$ cat config.mk
export PLATFORM = sky130hd
export DESIGN_NAME = mac_tile_sequencer
export DESIGN_NICKNAME = d
export VERILOG_FILES = /design/src/rtl/mac_tile_sequencer.sv
export SDC_FILE = /design/constraint.sdc
export NUM_CORES = 1
export LEC_CHECK = 0
export BUFFER_PORTS_ARGS = -buffer_cell sky130_fd_sc_hd__buf_4
export CAP_MARGIN = 40
export CORE_MARGIN = 4
export CORE_UTILIZATION = 30
export CTS_BUF_LIST = sky130_fd_sc_hd__clkbuf_4 sky130_fd_sc_hd__clkbuf_8
export DETAILED_ROUTE_END_ITERATION = 16
export SLEW_MARGIN = 10
export SYNTH_ARGS = -nofsm -noshare
export SYNTH_HDL_FRONTEND = slang
export SYNTH_SLANG_ARGS = --single-unit
export TNS_END_PERCENT = 20
$ cat constraint.sdc
create_clock -name clk -period 2.4 [get_ports clk]
set_input_delay 0.24 -clock clk [delete_from_list [all_inputs] [get_ports clk]]
set_output_delay 0.24 -clock clk [all_outputs]
set_load 0.1 [all_outputs]
$ cat src/rtl/mac_tile_sequencer.sv
// mac_tile_sequencer: sequences one matrix-tile operation on the systolic MAC array.
// Accepts a tile command, optionally clears the accumulator, streams k_len operand
// rows from the input/weight buffers, waits out the array skew, then writes
// ARR_SIZE accumulated rows to the output buffer.
//
// Timing: the edge that samples start moves the FSM into LAUNCH (cycle 0). Every
// output is registered together with the state it belongs to, so the first
// command-visible activity (acc_reset, or the first read) appears in cycle 1.
module mac_tile_sequencer #(
    parameter int unsigned ARR_SIZE  = 4,
    parameter int unsigned ADDR_W    = 15,
    parameter int unsigned KLEN_W    = 8,
    parameter int unsigned OP_ADDR_W = 4
) (
    input  logic                 clk,
    input  logic                 reset,
    input  logic                 start,
    input  logic [ADDR_W-1:0]    inp_base,
    input  logic [ADDR_W-1:0]    wt_base,
    input  logic [KLEN_W-1:0]    k_len,
    input  logic [OP_ADDR_W-1:0] op_base,
    input  logic                 accumulate,
    output logic                 busy,
    output logic                 done,
    output logic                 err,
    output logic                 inp_rd_en,
    output logic [ADDR_W-1:0]    inp_rd_addr,
    output logic                 wt_rd_en,
    output logic [ADDR_W-1:0]    wt_rd_addr,
    output logic                 mac_valid,
    output logic                 acc_reset,
    output logic                 acc_wr,
    output logic [OP_ADDR_W-1:0] acc_op_addr
);

    localparam int unsigned DRAIN_LEN = 2 * ARR_SIZE - 1;
    localparam int unsigned DCNT_W    = $clog2(DRAIN_LEN + 1);
    localparam int unsigned RCNT_W    = $clog2(ARR_SIZE + 1);

    typedef enum logic [2:0] {
        IDLE,
        LAUNCH,
        CLEAR,
        FEED,
        DRAIN,
        WRITE,
        DONE
    } state_t;

    state_t                 state;
    logic [ADDR_W-1:0]      inp_base_q;
    logic [ADDR_W-1:0]      wt_base_q;
    logic [KLEN_W-1:0]      k_len_q;
    logic [OP_ADDR_W-1:0]   op_base_q;
    logic                   accumulate_q;
    logic [KLEN_W-1:0]      kcnt;
    logic [DCNT_W-1:0]      dcnt;
    logic [RCNT_W-1:0]      rcnt;
    logic                   err_pend;

    // Sequencer FSM, command latches, counters and all registered outputs.
    always_ff @(posedge clk) begin
        if (reset) begin
            state        <= IDLE;
            inp_base_q   <= '0;
            wt_base_q    <= '0;
            k_len_q      <= '0;
            op_base_q    <= '0;
            accumulate_q <= 1'b0;
            kcnt         <= '0;
            dcnt         <= '0;
            rcnt         <= '0;
            err_pend     <= 1'b0;
            busy         <= 1'b0;
            done         <= 1'b0;
            err          <= 1'b0;
            inp_rd_en    <= 1'b0;
            inp_rd_addr  <= '0;
            wt_rd_en     <= 1'b0;
            wt_rd_addr   <= '0;
            mac_valid    <= 1'b0;
            acc_reset    <= 1'b0;
            acc_wr       <= 1'b0;
            acc_op_addr  <= '0;
        end else begin
            // Strobes default low; addresses hold their last value.
            done      <= 1'b0;
            err       <= 1'b0;
            acc_reset <= 1'b0;
            acc_wr    <= 1'b0;
            inp_rd_en <= 1'b0;
            wt_rd_en  <= 1'b0;
            // Buffer read latency is one cycle.
            mac_valid <= inp_rd_en;

            unique case (state)
                IDLE: begin
                    busy <= 1'b0;
                    if (err_pend) begin
                        err      <= 1'b1;
                        done     <= 1'b1;
                        err_pend <= 1'b0;
                    end
                    if (start) begin
                        if (k_len == '0) begin
                            err_pend <= 1'b1;
                        end else begin
                            inp_base_q   <= inp_base;
                            wt_base_q    <= wt_base;
                            k_len_q      <= k_len;
                            op_base_q    <= op_base;
                            accumulate_q <= accumulate;
                            state        <= LAUNCH;
                        end
                    end
                end

                LAUNCH: begin
                    busy <= 1'b1;
                    if (!accumulate_q) begin
                        acc_reset <= 1'b1;
                        state     <= CLEAR;
                    end else begin
                        inp_rd_en   <= 1'b1;
                        wt_rd_en    <= 1'b1;
                        inp_rd_addr <= inp_base_q;
                        wt_rd_addr  <= wt_base_q;
                        kcnt        <= KLEN_W'(1);
                        state       <= FEED;
                    end
                end

                CLEAR: begin
                    inp_rd_en   <= 1'b1;
                    wt_rd_en    <= 1'b1;
                    inp_rd_addr <= inp_base_q;
                    wt_rd_addr  <= wt_base_q;
                    kcnt        <= KLEN_W'(1);
                    state       <= FEED;
                end

                FEED: begin
                    if (kcnt == k_len_q) begin
                        dcnt  <= DCNT_W'(1);
                        state <= DRAIN;
                    end else begin
                        inp_rd_en   <= 1'b1;
                        wt_rd_en    <= 1'b1;
                        inp_rd_addr <= inp_base_q + ADDR_W'(kcnt);
                        wt_rd_addr  <= wt_base_q + ADDR_W'(kcnt);
                        kcnt        <= kcnt + KLEN_W'(1);
                    end
                end

                DRAIN: begin
                    if (dcnt == DCNT_W'(DRAIN_LEN)) begin
                        acc_wr      <= 1'b1;
                        acc_op_addr <= op_base_q;
                        rcnt        <= RCNT_W'(1);
                        state       <= WRITE;
                    end else begin
                        dcnt <= dcnt + DCNT_W'(1);
                    end
                end

                WRITE: begin
                    if (rcnt == RCNT_W'(ARR_SIZE)) begin
                        busy  <= 1'b0;
                        done  <= 1'b1;
                        state <= DONE;
                    end else begin
                        acc_wr      <= 1'b1;
                        acc_op_addr <= op_base_q + OP_ADDR_W'(rcnt);
                        rcnt        <= rcnt + RCNT_W'(1);
                    end
                end

                DONE: begin
                    busy  <= 1'b0;
                    state <= IDLE;
                end

                default: begin
                    busy  <= 1'b0;
                    state <= IDLE;
                end
            endcase
        end
    end

endmodule

==> results of run 1 <==
[how the worst max path moves through the flow]
| stage | from | end | slack (ns) | cells after the start |
|---|---|---|---|---|
| 4_1_cts | inp_base_q[0] | inp_rd_addr[10] | 0.12 | 9 |
| 5_1_grt | kcnt[0] | wt_rd_addr[10] | -0.02 | 10 |
| 3_3_place_gp | inp_base_q[0] | inp_rd_addr[10] | 0.18 | 9 |
| 6_report | kcnt[0] | wt_rd_addr[14] | 0.18 | 10 |
| 2_1_floorplan | kcnt[0] | inp_rd_addr[10] | 0.13 | 9 |
| 3_5_place_dp | inp_base_q[0] | inp_rd_addr[10] | 0.15 | 9 |
[final cells by class]
type	instances	area, um^2	area share, %
Tap cell	220	275	4.49
Timing Repair Buffer	105	813	13.3
Multi-Input combinational cell	478	2780	45.3
Sequential cell	102	2040	33.3
Clock buffer	10	138	2.24
Inverter	13	48.8	0.796
Clock inverter	6	36.3	0.592
[synthesized netlist by cell type, types with 8 or more instances]
master and number:
nor3_1 11, o21ai_0 33, dfxtp_1 102, nand3_1 15, xor2_1 26, clkbuf_1 21
ha_1 24, nand4_1 8, nand2_1 132, nor2_1 48, a21oi_1 80, a211oi_1 14
nor2b_1 8, buf_2 10, xnor2_1 11, inv_1 13
[power groups by stage]
stage | Clock (W) | Combinational, W | Sequential [W]
after floorplan | 0 | 0.000552 | 0.00265
after global placement | 0 | 0.00158 | 0.00204
after detailed placement | 0 | 0.00158 | 0.00204
after CTS | 0.00106 | 0.00159 | 0.00200
after global routing | 0.00111 | 0.00169 | 0.00202
final | 0.00102 | 0.00157 | 0.00200
[worst max-delay path, stage by stage (launching register included)]
cell	delay (ns)
dfxtp_1	0.34
buf_4	0.16
ha_2	0.20
inv_1	0.05
fa_1	0.40
nor2b_2	0.17
o2111ai_1	0.16
nand4b_1	0.23
nand4_1	0.14
xor2_1	0.15
a21oi_1	0.14
[through the flow]
step | power (W) | utilization [%]
4_1_cts | 0.00465 | 37.2
2_1_floorplan | 0.00320 | -
3_3_place_gp | 0.00361 | 36.1
3_5_place_dp | 0.00362 | 36.1
6_report | 0.00458 | 37.2
5_1_grt | 0.00482 | 37.2
[cell usage in the layout (no fill, tap or decap), drive strengths merged, types with 4 or more instances in the layout]
master,synthesis,layout
and3,7,7
nor2b,8,8
clkinv,0,4
xor2,26,26
clkbuf,22,10
inv,13,14
o211ai,7,7
o21ai,34,34
xnor2,11,11
a31oi,7,7
a21oi,80,80
buf,13,105
nor3,11,11
ha,24,24
nor2,48,48
o21a,4,4
a311oi,6,6
a211oi,14,14
nand4,8,8
nand2,132,132
nor4,5,5
nand2b,6,6
dfxtp,102,102
nand3,15,15
[metal layers]
metal	track usage, %	wire length [um]	vias to the layer above
li1	-	-	2329
met2	23.8	6490	93
met4	4.32	149	0
met3	3.25	641	13
met1	18.9	6120	2075
met5	0	0	-
[kinds of logic (layout without fill, tap and decap cells)]
group | Yosys count | count (layout) | synth area share, %
AND/OR/NAND/NOR | 248 | 248 | 21.8
multiplexers | 1 | 1 | 0.200
AO/OA/AOI/OAI | 165 | 165 | 19.6
adder cells (fa/ha/maj) | 27 | 27 | 7.19
buffers and inverters | 48 | 134 | 4.02
XOR/XNOR | 37 | 37 | 6.46
flip-flops | 102 | 102 | 40.7
[flip-flops by register name, summed over array words and instances (netlist names)]
name,cells
inp_base_q,15
inp_rd_addr,15
wt_base_q,15
wt_rd_addr,15
k_len_q,8
kcnt,8
acc_op_addr,4
op_base_q,4
dcnt,3
rcnt,3
state,3
acc_reset,1
acc_wr,1
accumulate_q,1
busy,1
done,1
err,1
err_pend,1
mac_valid,1
wt_rd_en,1
==> results.yml, run 1 <==
power:
  pwr-share-comb_pct: 34.3
  leakagePower_nw: 2.46
  ir_drop_v: 0.000269
  clkPwrFrac_pct: 22.2
  swShare_pct: 41.5
  switching_power_w: 0.00190
  power.internal_w: 0.00268
  pwr-share-seq_pct: 43.6
  powerDensity_nw_per_um2: 748
timing:
  period_minus_slack_ns: 2.22
  slew_headroom_pct: 43.6
  min_period_over_period_pct: 92.4
  drv_slew: 0
  fin_setup_tns_ns: 0
  timing.final.ws_setup_ns: 0.181
  holdWs_ns: 0.0978
  finClkSkew_ns: 0.0116
  finalSetupViolations: 0
  fmax_ghz: 0.451
  tightestPinTransition_ns: 0.846
  hold_viol: 0
clocking:
  clk_pin_slew_ns: 0.10
  cts_made_buffers: 9
  post-cts-setup-buffers: 0
  cts_htree_levels: 3
  clock_sinks: 102
  clockBufferDepth: 2
  cts_resized: 0
  cts_tree: "done"
  cts_root_buf: "clkbuf_8"
  hold_buffers: 0
  clk-insertion-delay-late_ns: 0.38
global_route:
  grt_pass1_wl_mm: 21.4
  grt.overflow.total: 0
  grt_max_degree: 78
  track_usage_pct: 14.4
  grt_pass1_vias: 4232
  antenna_found_initial: 0
drt:
  drt-initial-drc-count: 282
  drc: 0
  wl_mm: 13.4
  route.detailed.vias_per_inst: 4.83
  drt-pass1-iter-count: 4
  num_vias: 4510
  ant_nets: 0
  wl_per_cell_um: 14.3
worst_setup_path:
  r2r_cells: 10
  cp_max_fo: 8
  startpoint_type: "register"
  rrSetupSlack_ns: 0.18
  critPathKind: "reg -> reg"
  required_ns: 2.71
  rr_endpoint: "wt_rd_addr[14]"
  critPathCaptureType: "register"
  regToRegStartpoint: "kcnt[0]"
  crit_arrival_ns: 2.53
finish:
  final_nets: 782
  finalNonFillerCells: 934
  num_antenna_cells: 0
  drive_gt1_share_pct: 17.8
  area_growth_syn_to_layout_pct: 22.3
  fin_area_um2: 6130
  fillers: 1794
floorplanning:
  start_util_pct: 30.5
  fp-row-count: 47
  die_h_um: 137
  io_pins: 88
  fp.dieW_um: 137
  core_um2: 16500
  die_area_um2: 18800
logic_synthesis:
  synth_top_area_cell: "dfxtp_1"
  syn_avg_cell_area_um2: 7.99
  synth_area_um2: 5010
  synth_ff_type: "dfxtp_1"
  synth_edf_count: 0
  yosysSeqAreaShare_pct: 40.7
  synth_top_area_share_pct: 40.7
  netlist_instances: 628
  yosysUniqueCellTypes: 47
  synth_nets: 701
  ys_warn_count: 0
  synth.area.top_cells: "dfxtp_1 41%, nand2_1 9.9%, a21oi_1 8.0%, ha_1 6.0%, xor2_1 4.5%"
  async_flop_share_pct: 0
  synth_seq_cells: 102
placement:
  dp_hpwl_mm: 9.66
  port_buffers: 87
  dp.cells: 918
  place_ws_ns: 0.155
  gp_congestion: 0.812
  dpl-instance-area_um2: 5950
worst_hold_path:
  hp-class: "in -> reg"
  hold_depth: 3
  min_to: "wt_base_q[0]"
  hold_path.startpoint: "wt_base[0]"
outcome:
  outcome: "complete, no violations"
run:
  cap_violations: 0
No activity file was read; power rests on OpenSTA's default activity.
==> inputs of run 2 (changes only) <==
--- a/config.mk
+++ b/config.mk
@@ -5,6 +5,7 @@
 export SDC_FILE = /design/constraint.sdc
 export NUM_CORES = 1
 export LEC_CHECK = 0
+export ABC_AREA = 1
 export BUFFER_PORTS_ARGS = -buffer_cell sky130_fd_sc_hd__buf_4
 export CAP_MARGIN = 40
 export CORE_MARGIN = 4
==> results.yml, run 2 <==
outcome:
  outcome: "complete, no violations"
global_route:
  track_usage_pct: 14.3
  grt_pass1_wl_mm: 25.1
  antenna_found_initial: 0
  grt_pass1_vias: 5036
  grt_max_degree: 70
  grt.overflow.total: 0
timing:
  rsz0062_at_grt: "no"
  finClkSkew_ns: 0.0105
  finalSetupViolations: 0
  hold_viol: 0
  min_period_over_period_pct: 82.5
  slew_headroom_pct: 63.0
  fmax_ghz: 0.505
  period_minus_slack_ns: 1.98
  fin_setup_tns_ns: 0
  drv_slew: 0
  tightestPinTransition_ns: 0.553
logic_synthesis:
  yosys.area_share.simple_pct: 30.7
  synth.area.mux_share_pct: 0
  yosysSeqAreaShare_pct: 36.0
  synth_ff_type: "dfxtp_1"
  yosysMostFrequentCell: "nand2_1"
  synth_compound_area_share_pct: 14.6
  synth_area_um2: 5670
  synth.area.top_cells: "dfxtp_1 36%, nand2_1 17%, a21oi_1 8.4%, inv_1 6.4%, nor2_1 6.0%"
  synth_top_family_by_area: "simple AND/OR/NAND/NOR gates"
  synth_edf_count: 0
  netlist_instances: 866
  ys_warn_count: 0
  synth_top_area_cell: "dfxtp_1"
  synth_adder_area_share_pct: 6.36
  synth_top_cells_by_count: "256 x nand2_1, 102 x dfxtp_1, 96 x inv_1, 95 x a21oi_1, 90 x nor2_1"
  synth-xor-area-share_pct: 2.01
  syn_avg_cell_area_um2: 6.54
  synth_nets: 939
  synth_top_area_share_pct: 36.0
  synth_seq_cells: 102
  yosysUniqueCellTypes: 36
  async_flop_share_pct: 0
worst_setup_path:
  startpoint_type: "register"
  critPathKind: "reg -> reg"
  critPathCaptureType: "register"
  required_ns: 2.70
  cp_max_fo: 6
  crit_arrival_ns: 2.28
drt:
  route.detailed.vias_per_inst: 4.57
  wl_per_cell_um: 12.8
  wl_mm: 15.0
  ant_nets: 0
  drt-pass1-iter-count: 5
  drt-initial-drc-count: 255
  num_vias: 5364
  drc: 0
clocking:
  hold_buffers: 0
  cts_resized: 0
  cts_tree: "done"
  post-cts-setup-buffers: 0
  cts_made_buffers: 9
  cts_root_buf: "clkbuf_8"
  clk_pin_slew_ns: 0.10
  clock_sinks: 102
  cts_htree_levels: 3
  clockBufferDepth: 2
  clk-insertion-delay-late_ns: 0.39
power:
  power_w: 0.00843
  clkPwrFrac_pct: 12.5
  power.internal_w: 0.00386
  swShare_pct: 54.2
  pwr-share-comb_pct: 57.6
  pwr-share-seq_pct: 30.0
  switching_power_w: 0.00456
  leakagePower_nw: 3.17
  ir_drop_v: 0.000480
  powerDensity_nw_per_um2: 1250
run:
  cap_violations: 0
floorplanning:
  die_area_um2: 21100
  io_pins: 88
  fp.dieW_um: 145
  core_um2: 18300
  fp-row-count: 49
  die_h_um: 145
  start_util_pct: 31.0
finish:
  final_nets: 1013
  final_cell_mix: "256 x nand2_1, 102 x dfxtp_1, 96 x buf_4, 95 x a21oi_1, 95 x inv_1"
  drive_gt1_share_pct: 14.3
  area_growth_syn_to_layout_pct: 18.5
  final_util_pct: 36.7
  num_antenna_cells: 0
  final_common_cell: "nand2_1"
placement:
  port_buffers: 87
  gp_congestion: 0.875
  dp_hpwl_mm: 11.0
worst_hold_path:
  hp-class: "in -> reg"
## run 2: per-stage QoR
step           hold slack, ns  cell area [um^2]  instances  worst slack [ns]
2_1_floorplan           0.384              5670        866             0.628
3_3_place_gp            0.434              6530       1158             0.446
3_5_place_dp            0.446              6530       1158             0.403
4_1_cts                0.0833              6710       1174             0.401
5_1_grt                0.0917              6710       1174             0.134
6_report                0.103              6710       1174             0.420
## run 2: cells by family (layout without fill, tap and decap cells)
kind of cell               Yosys count  after routing
and+or+nand+nor                    427            427
buffers and inverters              139            218
AOI/OAI and AO/OA                  158            158
DFF                                102            102
adders and majority gates           27             27
xor gates and xnor gates            13             13
## run 2: worst paths after layout
| kind | start | end | slack (ns) | cells after the start |
|---|---|---|---|---|
| min | accumulate | accumulate_q | 0.10 | 3 |
| max reg2reg | kcnt[0] | wt_rd_addr[8] | 0.42 | 11 |
| max | kcnt[0] | wt_rd_addr[8] | 0.42 | 11 |
| min reg2reg | wt_rd_en | mac_valid | 0.45 | 2 |
## run 2: worst max-delay path, stage by stage, from the launching register on
cell and delay [ns]:
dfxtp_1 0.45, ha_1 0.24, inv_1 0.06, fa_1 0.37, inv_1 0.10, nand3_1 0.07, nand3_1 0.14, nand2_1 0.07
nand2_1 0.12, nand3_1 0.08, a21oi_1 0.15, nor2_1 0.05
## run 2: power by group through the flow
stage	clock [W]	combinational [W]	sequential, W
final	0.00105	0.00485	0.00253
after global routing	0.00117	0.00531	0.00259
after CTS	0.00110	0.00490	0.00253
after detailed placement	0	0.00489	0.00257
after global placement	0	0.00486	0.00256
after floorplan	0	0.00209	0.00429
## run 2: final cells by class
type / count / area (um^2)
Timing Repair Buffer: 99 / 781
Sequential cell: 102 / 2040
Multi-Input combinational cell: 625 / 3040
Fill cell: 2005 / 11600
Inverter: 103 / 387
Clock inverter: 5 / 35.0
Clock buffer: 11 / 145
Tap cell: 229 / 287
## run 2: per-layer routing
metal | up-vias | share of wire, % | track usage (%)
li1 | 2901 | - | -
met1 | 2331 | 52 | 20.1
met2 | 118 | 42 | 22.0
met3 | 14 | 4.6 | 3.77
met4 | 0 | 1.3 | 3.80
met5 | - | 0 | 0
==> inputs of run 3 (changes only) <==
==> constraint.sdc (replaced) <==
create_clock -name clk -period 1.9 [get_ports clk]
set_input_delay 0.19 -clock clk [delete_from_list [all_inputs] [get_ports clk]]
set_output_delay 0.19 -clock clk [all_outputs]
set_load 0.1 [all_outputs]
==> results.yml, run 3 (synthesis gave the netlist of run 2 again) <==
outcome:
  outcome: "complete, no violations"
worst_setup_path:
  crit_arrival_ns: 2.06
  max_stage_delay_ns: 0.38
  worstPathCellList: "ha_1 -> inv_1 -> fa_1 -> inv_2 -> nand3_1 -> nand3_2 -> nand2_1 -> nand2_2 -> nand3_1 -> a21oi_1 -> nor2_1"
  cp_max_fo: 4
  critPathKind: "reg -> reg"
  rr_endpoint: "inp_rd_addr[8]"
  cp_slowest_cell: "fa_1"
  rrSetupSlack_ns: 0.12
  r2r_cells: 11
  startpoint_type: "register"
  regToRegStartpoint: "kcnt[0]"
  required_ns: 2.19
  cp_common_cell: "nand3_1"
  critPathCaptureType: "register"
floorplanning:
  io_pins: 88
  start_util_pct: 31.0
  die_area_um2: 21100
  fp.dieW_um: 145
  core_um2: 18300
  die_h_um: 145
  fp-row-count: 49
worst_hold_path:
  hp-class: "in -> reg"
  min_to: "inp_base_q[4]"
  hold_path.startpoint: "inp_base[4]"
  hold_depth: 3
power:
  powerDensity_nw_per_um2: 1570
  power.internal_w: 0.00511
  leakagePower_nw: 3.32
  pwr-share-comb_pct: 57.9
  swShare_pct: 53.3
  clkPwrFrac_pct: 13.0
  pwr-share-seq_pct: 29.1
  ir_drop_v: 0.000630
  switching_power_w: 0.00583
global_route:
  antenna_found_initial: 0
  met2_usage_pct: 22.3
  grt_use_met1_pct: 20.6
  track_usage_pct: 14.5
  busiest_layer: "met2"
  grt_pass1_vias: 5159
  grt_pass1_wl_mm: 25.6
  use_met3_pct: 3.49
  grt.overflow.total: 0
  grt_max_degree: 47
drt:
  wl_per_cell_um: 12.9
  wl_mm: 15.4
  drt-initial-drc-count: 326
  route.detailed.vias_per_inst: 4.61
  ant_nets: 0
  drt-pass1-iter-count: 5
  drc: 0
  num_vias: 5505
placement:
  dp_hpwl_mm: 11.3
  dpl-instance-area_um2: 6720
  dp.cells: 1180
  gp_congestion: 0.839
  port_buffers: 87
finish:
  num_antenna_cells: 0
  final_common_cell: "nand2_1"
  area_growth_syn_to_layout_pct: 22.8
  final_cell_mix: "254 x nand2_1, 116 x buf_4, 99 x dfxtp_1, 93 x a21oi_1, 93 x inv_1"
  drive_gt1_share_pct: 17.6
  finalNonFillerCells: 1195
  final_nets: 1035
  fillers: 1962
  fin_area_um2: 6960
clocking:
  cts_tree: "done"
  cts_root_buf: "clkbuf_8"
  clk_pin_slew_ns: 0.11
  clockBufferDepth: 2
  post-cts-setup-buffers: 0
  clk-insertion-delay-late_ns: 0.39
  cts_htree_levels: 3
  cts_made_buffers: 9
  clock_sinks: 102
run:
  cap_violations: 0
timing:
  tightestPinTransition_ns: 0.383
  finalSetupViolations: 0
  min_period_over_period_pct: 93.5
  period_minus_slack_ns: 1.78
  drv_slew: 0
  hold_viol: 0
  finClkSkew_ns: 0.0138
  fmax_ghz: 0.563
  rsz0062_at_grt: "yes"
  slew_headroom_pct: 74.4
run 3: final cells by class:
type,count,area [um^2],area share (%)
Clock buffer,10,131,1.89
Clock inverter,5,61.3,0.881
Inverter,103,387,5.56
Multi-Input combinational cell,625,3070,44.2
Sequential cell,102,2050,29.4
Tap cell,229,287,4.12
Timing Repair Buffer,121,971,14.0
run 3: worst max-delay path, delay by kind of cell (launching register included):
family                   cells  cell delay [ns]
buffers and inverters        2             0.14
adder cells (fa/ha/maj)      2             0.55
AO/OA/AOI/OAI                1             0.16
flip-flops                   1             0.36
AND/OR/NAND/NOR              6             0.46
run 3: repair_timing:
action                                  in CTS  in global routing
gates resized for setup                      0                 16
endpoints found under the setup margin       0                 18
hold buffers                                 0                  0
run 3: how the worst max path moves through the flow:
stage,start,endpoint,slack [ns],depth (start not counted)
2_1_floorplan,kcnt[0],wt_rd_addr[12],0.13,11
3_3_place_gp,kcnt[0],wt_rd_addr[8],0.09,11
3_5_place_dp,kcnt[0],inp_rd_addr[8],0.03,11
4_1_cts,kcnt[0],inp_rd_addr[8],0.008,11
5_1_grt,state[2],kcnt[5],-0.001,8
6_report,kcnt[0],inp_rd_addr[8],0.12,11
run 3: power by group through the flow:
stage	Combinational [W]	Clock, W	Sequential, W
floorplan	0.00264	0	0.00542
global placement	0.00634	0	0.00322
detailed placement	0.00637	0	0.00322
CTS	0.00638	0.00147	0.00318
global route	0.00690	0.00155	0.00326
finish	0.00634	0.00143	0.00318
run 3: through the flow:
| stage | worst slack [ns] | hold slack, ns | total power, W | util, % | TNS (ns) |
|---|---|---|---|---|---|
| 2_1_floorplan | 0.128 | 0.334 | 0.00805 | - | 0 |
| 3_3_place_gp | 0.0906 | 0.434 | 0.00956 | 36.8 | 0 |
| 3_5_place_dp | 0.0284 | 0.438 | 0.00959 | 36.8 | 0 |
| 4_1_cts | 0.00782 | 0.0347 | 0.0110 | 37.9 | 0 |
| 5_1_grt | -0.00129 | 0.0369 | 0.0117 | 38.1 | -0.00129 |
| 6_report | 0.124 | 0.0508 | 0.0109 | 38.1 | 0 |
run 3: per-layer routing:
| metal | share of wire (%) | vias to the layer above |
|---|---|---|
| met5 | 0 | - |
| met4 | 1.4 | 0 |
| met3 | 5.6 | 13 |
| met2 | 42 | 129 |
| met1 | 51 | 2428 |
| li1 | - | 2935 |
